--- config.mk ---
export PLATFORM = sky130hd
export DESIGN_NAME = mem_arbiter
export DESIGN_NICKNAME = d
export VERILOG_FILES = /design/src/rtl/mem_arbiter.sv
export SDC_FILE = /design/constraint.sdc
export NUM_CORES = 1
export LEC_CHECK = 0
export BUFFER_PORTS_ARGS = -buffer_cell sky130_fd_sc_hd__buf_4
export CAP_MARGIN = 20
export CORE_ASPECT_RATIO = 0.8
export CORE_UTILIZATION = 40
export DETAILED_ROUTE_END_ITERATION = 16
export MAX_ROUTING_LAYER = met4
export PLACE_DENSITY = 0.73
export REMOVE_ABC_BUFFERS = 1
export SYNTH_ARGS = -nofsm -noshare
export SYNTH_HDL_FRONTEND = slang
export SYNTH_SLANG_ARGS = --single-unit
--- constraint.sdc ---
create_clock -name clock -period 1.45 [get_ports clock]
set_input_delay 0.435 -clock clock [delete_from_list [all_inputs] [get_ports clock]]
set_output_delay 0.435 -clock clock [all_outputs]
set_load 0.005 [all_outputs]
--- src/rtl/mem_arbiter.sv ---
// mem_arbiter: two-port round-robin arbiter in front of one single-port synchronous RAM.
// Latency: request seen in IDLE is granted at that edge; done strobes 3 edges later (4 cycles/txn).
// Backpressure: the losing requester keeps req high and stays pending until granted; nothing is dropped.
module mem_arbiter (
  input  logic        clock,
  input  logic        clear,
  // port 0: instruction fetch
  input  logic        req0,
  input  logic [7:0]  addr0,
  input  logic [31:0] wdata0,
  input  logic        we0,
  output logic [31:0] rdata0,
  output logic        done0,
  // port 1: data access
  input  logic        req1,
  input  logic [7:0]  addr1,
  input  logic [31:0] wdata1,
  input  logic        we1,
  output logic [31:0] rdata1,
  output logic        done1,
  // RAM side
  output logic [7:0]  ram_address,
  output logic [31:0] ram_data,
  output logic        ram_wren,
  input  logic [31:0] ram_q,
  // status
  output logic        busy,
  output logic        owner
);

  typedef enum logic [1:0] {
    IDLE    = 2'd0,
    ISSUE   = 2'd1,
    CAPTURE = 2'd2,
    DONE    = 2'd3
  } state_t;

  state_t      state_q, state_d;
  logic [7:0]  ram_address_q, ram_address_d;
  logic [31:0] ram_data_q, ram_data_d;
  logic        ram_wren_q, ram_wren_d;
  // Direction of the granted transaction; ram_wren itself drops after ISSUE,
  // so CAPTURE needs its own copy to know whether to load rdata.
  logic        we_q, we_d;
  logic [31:0] rdata0_q, rdata0_d;
  logic [31:0] rdata1_q, rdata1_d;
  logic        done0_q, done0_d;
  logic        done1_q, done1_d;
  logic        owner_q, owner_d;
  logic        busy_q, busy_d;
  // Port served by the most recent grant; a tie goes to the other one.
  logic        last_q, last_d;
  logic        pick1;

  // Winner selection: a sole requester always wins, a tie goes to the port not served last.
  always_comb begin
    pick1 = req1 & (~req0 | ~last_q);
  end

  // Next-state and next-output computation for the four-phase transaction.
  always_comb begin
    state_d       = state_q;
    ram_address_d = ram_address_q;
    ram_data_d    = ram_data_q;
    ram_wren_d    = ram_wren_q;
    we_d          = we_q;
    rdata0_d      = rdata0_q;
    rdata1_d      = rdata1_q;
    done0_d       = done0_q;
    done1_d       = done1_q;
    owner_d       = owner_q;
    last_d        = last_q;

    case (state_q)
      IDLE: begin
        if (req0 | req1) begin
          // Request fields are captured here only; later changes on the
          // port do not affect this transaction.
          owner_d       = pick1;
          last_d        = pick1;
          ram_address_d = pick1 ? addr1  : addr0;
          ram_data_d    = pick1 ? wdata1 : wdata0;
          ram_wren_d    = pick1 ? we1    : we0;
          we_d          = pick1 ? we1    : we0;
          state_d       = ISSUE;
        end
      end
      ISSUE: begin
        // RAM samples address/data/wren at the end of this cycle.
        ram_wren_d = 1'b0;
        state_d    = CAPTURE;
      end
      CAPTURE: begin
        // ram_q now reflects the address sampled at the end of ISSUE.
        if (!we_q) begin
          if (owner_q) rdata1_d = ram_q;
          else         rdata0_d = ram_q;
        end
        if (owner_q) done1_d = 1'b1;
        else         done0_d = 1'b1;
        state_d = DONE;
      end
      DONE: begin
        done0_d = 1'b0;
        done1_d = 1'b0;
        state_d = IDLE;
      end
      default: begin
        state_d    = IDLE;
        ram_wren_d = 1'b0;
        done0_d    = 1'b0;
        done1_d    = 1'b0;
      end
    endcase

    busy_d = (state_d != IDLE);
  end

  // State and registered outputs; clear overrides everything and abandons any transaction.
  always_ff @(posedge clock) begin
    if (clear) begin
      state_q       <= IDLE;
      ram_address_q <= 8'd0;
      ram_data_q    <= 32'd0;
      ram_wren_q    <= 1'b0;
      we_q          <= 1'b0;
      rdata0_q      <= 32'd0;
      rdata1_q      <= 32'd0;
      done0_q       <= 1'b0;
      done1_q       <= 1'b0;
      owner_q       <= 1'b0;
      busy_q        <= 1'b0;
      last_q        <= 1'b1;  // port 0 wins the first tie
    end else begin
      state_q       <= state_d;
      ram_address_q <= ram_address_d;
      ram_data_q    <= ram_data_d;
      ram_wren_q    <= ram_wren_d;
      we_q          <= we_d;
      rdata0_q      <= rdata0_d;
      rdata1_q      <= rdata1_d;
      done0_q       <= done0_d;
      done1_q       <= done1_d;
      owner_q       <= owner_d;
      busy_q        <= busy_d;
      last_q        <= last_d;
    end
  end

  assign ram_address = ram_address_q;
  assign ram_data    = ram_data_q;
  assign ram_wren    = ram_wren_q;
  assign rdata0      = rdata0_q;
  assign rdata1      = rdata1_q;
  assign done0       = done0_q;
  assign done1       = done1_q;
  assign owner       = owner_q;
  assign busy        = busy_q;

endmodule

==> flow_summary.json <==
{
  "synth_edf_count": 0,
  "post-route-util_pct": 67.3,
  "hp-class": "primary input to flop",
  "routed_wl_mm": 14.4,
  "skew_ns": 0.00918,
  "instances_no_fill": 945,
  "portBuffers": 226,
  "ff2ff_path_depth": 6,
  "grt_usage_pct": 24.3,
  "first_pass_iters": 5,
  "core_area_mm2": 0.0108,
  "synth_commonest_cells": "nand2_1 (170), dfxtp_1 (113), a21oi_1 (107)",
  "comb_power_share_pct": 37.6,
  "synthesis.area_mm2": 0.00444,
  "cts.clk_slew.worst_paths_ns": 0.06,
  "tightest_slew_ns": 0.305,
  "slew-limit-headroom_pct": 79.6,
  "critPathMaxFanout": 16,
  "antenna_found_initial": 0,
  "drv_cap": 0,
  "ys_seq_area_share_pct": 50.9,
  "num_io_pins": 227,
  "critPathLaunchType": "flop",
  "finalInstanceArea_mm2": 0.00730,
  "htreeDepth": 4,
  "synth_area_leaders": "dfxtp_1 (51%), nand2_1 (14%), a21oi_1 (12%)",
  "power_leakage_nw": 3.20,
  "dpl-instance-area_mm2": 0.00639,
  "dp.cells": 900,
  "nets": 911,
  "fill_cells": 880,
  "yosysUniqueCellTypes": 31,
  "ir_drop_v": 0.00101,
  "fin_crit_sh_pct": 100,
  "cts_tree": "built",
  "numCtsBuffers": 17,
  "die_h_um": 96.2,
  "clock-sinks": 113,
  "areaGrowthSynthToFinish_pct": 64.4,
  "ys.flop_type": "dfxtp_1",
  "synth_area_per_cell_um2": 8.03,
  "crit_type": "flop to flop",
  "num_rows": 34,
  "viasPerCell": 5.10,
  "finalHoldViolations": 0,
  "fmax_mhz": 689,
  "end_kind": "flop",
  "cts_buffer_depth": 2,
  "crit_required_ns": 1.74,
  "place_congestion": 0.802,
  "setup_viol": 1,
  "powerDensity_mw_per_mm2": 1840,
  "timing.final.max_slew_violations": 0,
  "drc": 0,
  "synth.most_common_cell": "nand2_1",
  "layout-drive-gt1-share_pct": 40.4,
  "synthCells": 553,
  "grt_pass1_vias": 4452,
  "gr-total-overflow": 0,
  "rsz0062_at_grt": "true",
  "synthArstFlopShare_pct": 0,
  "routedWlPerCell_um": 15.2,
  "num_antenna_cells": 0,
  "violations": "setup timing",
  "synth_top_cell_by_area": "dfxtp_1",
  "clock_latency_ns": 0.41,
  "drtIter0Drc": 228,
  "hold_depth": 3,
  "initial_core_util_pct": 40.9,
  "period_needed_ns": 1.45,
  "yosys_warnings": 0,
  "critPathArrivalTime_ns": 1.74,
  "antenna_left": 0,
  "switching_share_pct": 32.5,
  "setup_slack_ns": -0.00179,
  "die_area_mm2": 0.0115,
  "netlist.area_leader.share_pct": 50.9,
  "seqPwrFrac_pct": 31.5,
  "place_hpwl_mm": 9.49,
  "ys_seq_elements": 113,
  "p_int_mw": 9.06,
  "dr_total_vias": 4817,
  "clockRootBuffer": "clkbuf_16",
  "status": "complete, but fails checks",
  "netSwitchingPower_mw": 4.35,
  "rrSetupSlack_ns": -0.002,
  "power_frac_clock_pct": 30.9,
  "ctsHoldBuffers": 0,
  "die_w_um": 120,
  "grt_pass1_wl_mm": 21.1,
  "grt_max_degree": 63
}
[worst max-delay path, stage by stage, from the launching register on]
cell	delay (ns)
dfxtp_2	0.33
inv_4	0.08
ha_4	0.15
or3b_4	0.43
clkbuf_16	0.20
nand2_1	0.08
a21oi_1	0.06
[worst paths after layout]
path | start | end
hold / removal | ram_q[31] | rdata0[31]
setup / recovery | state_q[0] | rdata0[8]
setup reg to reg | state_q[0] | rdata0[8]
hold reg to reg | rdata1[21] | rdata1[21]
[power by group through the flow]
stage               clock, mW  combinational, mW  sequential (mW)
floorplan                   0               1.83             4.26
global placement            0               4.01             4.22
detailed placement          0               4.16             4.26
CTS                      4.20               4.44             4.21
global route             4.35               5.46             4.31
finish                   4.15               5.04             4.23
[state kept, by name, summed over array words and instances, names as in the netlist]
| register | count |
|---|---|
| ram_data | 32 |
| rdata0 | 32 |
| rdata1 | 32 |
| ram_address | 8 |
| state_q | 2 |
| busy | 1 |
| done0 | 1 |
| done1 | 1 |
| last_q | 1 |
| owner | 1 |
| ram_wren | 1 |
| we_q | 1 |
[cell type report]
type	instances	area, um2	area share (%)
inverters	5	21.3	0.291
multi-input cells	390	2020	27.6
clock inverters	14	156	2.14
clock buffers	18	439	6.01
flip-flops and latches	113	2260	31.0
well taps	144	180	2.47
repair buffers	261	2220	30.4
[layer usage]
metal | vias up | global-route usage (%) | share of wire (%)
met1 | 2293 | 28.0 | 43
li1 | 2323 | - | -
met5 | - | - | 0
met2 | 179 | 40.5 | 49
met3 | 22 | 6.10 | 6.0
met4 | 0 | 10.3 | 2.0
[per-stage QoR]
stage          power, mW  setup WS, ns   TNS, ns  hold WS, ns
6_report            13.4      -0.00179  -0.00179        0.276
3_5_place_dp        8.41        -0.130     -2.08        0.449
4_1_cts             12.9       0.00801         0        0.266
3_3_place_gp        8.23        0.0267         0        0.442
2_1_floorplan       6.10        -0.479    -37.25        0.447
5_1_grt             14.1       -0.0525     -1.01        0.264
[timing repair]
| action | CTS | global route |
|---|---|---|
| gates resized for setup | 8 | 16 |
| endpoints found under the setup margin | 71 | 50 |
| pin swaps | 0 | 2 |
| gates cloned | 2 | 4 |
| buffers inserted | 3 | 5 |
[cells by family (layout without fill, tap and decap cells)]
family	count (synthesis)	after routing	share of synthesized area (%)
and+or+nand+nor	225	225	20.0
AOI/OAI and AO/OA	160	160	22.1
adders and majority gates	5	5	1.41
DFF	113	113	50.9
buffers and inverters	50	298	5.47
[cells in the final DEF, fill, tap and decap left out, types with 2 or more instances in the layout]
master / instances
buf_4: 242
nand2_1: 165
dfxtp_1: 111
a21oi_1: 103
nor2_1: 42
a211oi_1: 32
clkbuf_16: 21
buf_12: 12
a211oi_2: 9
clkinvlp_4: 7
nand2_2: 5
inv_1: 4
a21oi_2: 4
o21ai_0: 3
ha_1: 3
inv_6: 3
nand3b_1: 2
nor2b_1: 2
nand2b_1: 2
o32ai_1: 2
or2_2: 2
ha_4: 2
bufinv_16: 2
clkinv_4: 2
buf_16: 2
dfxtp_2: 2
(Power assumes the default switching activity.)
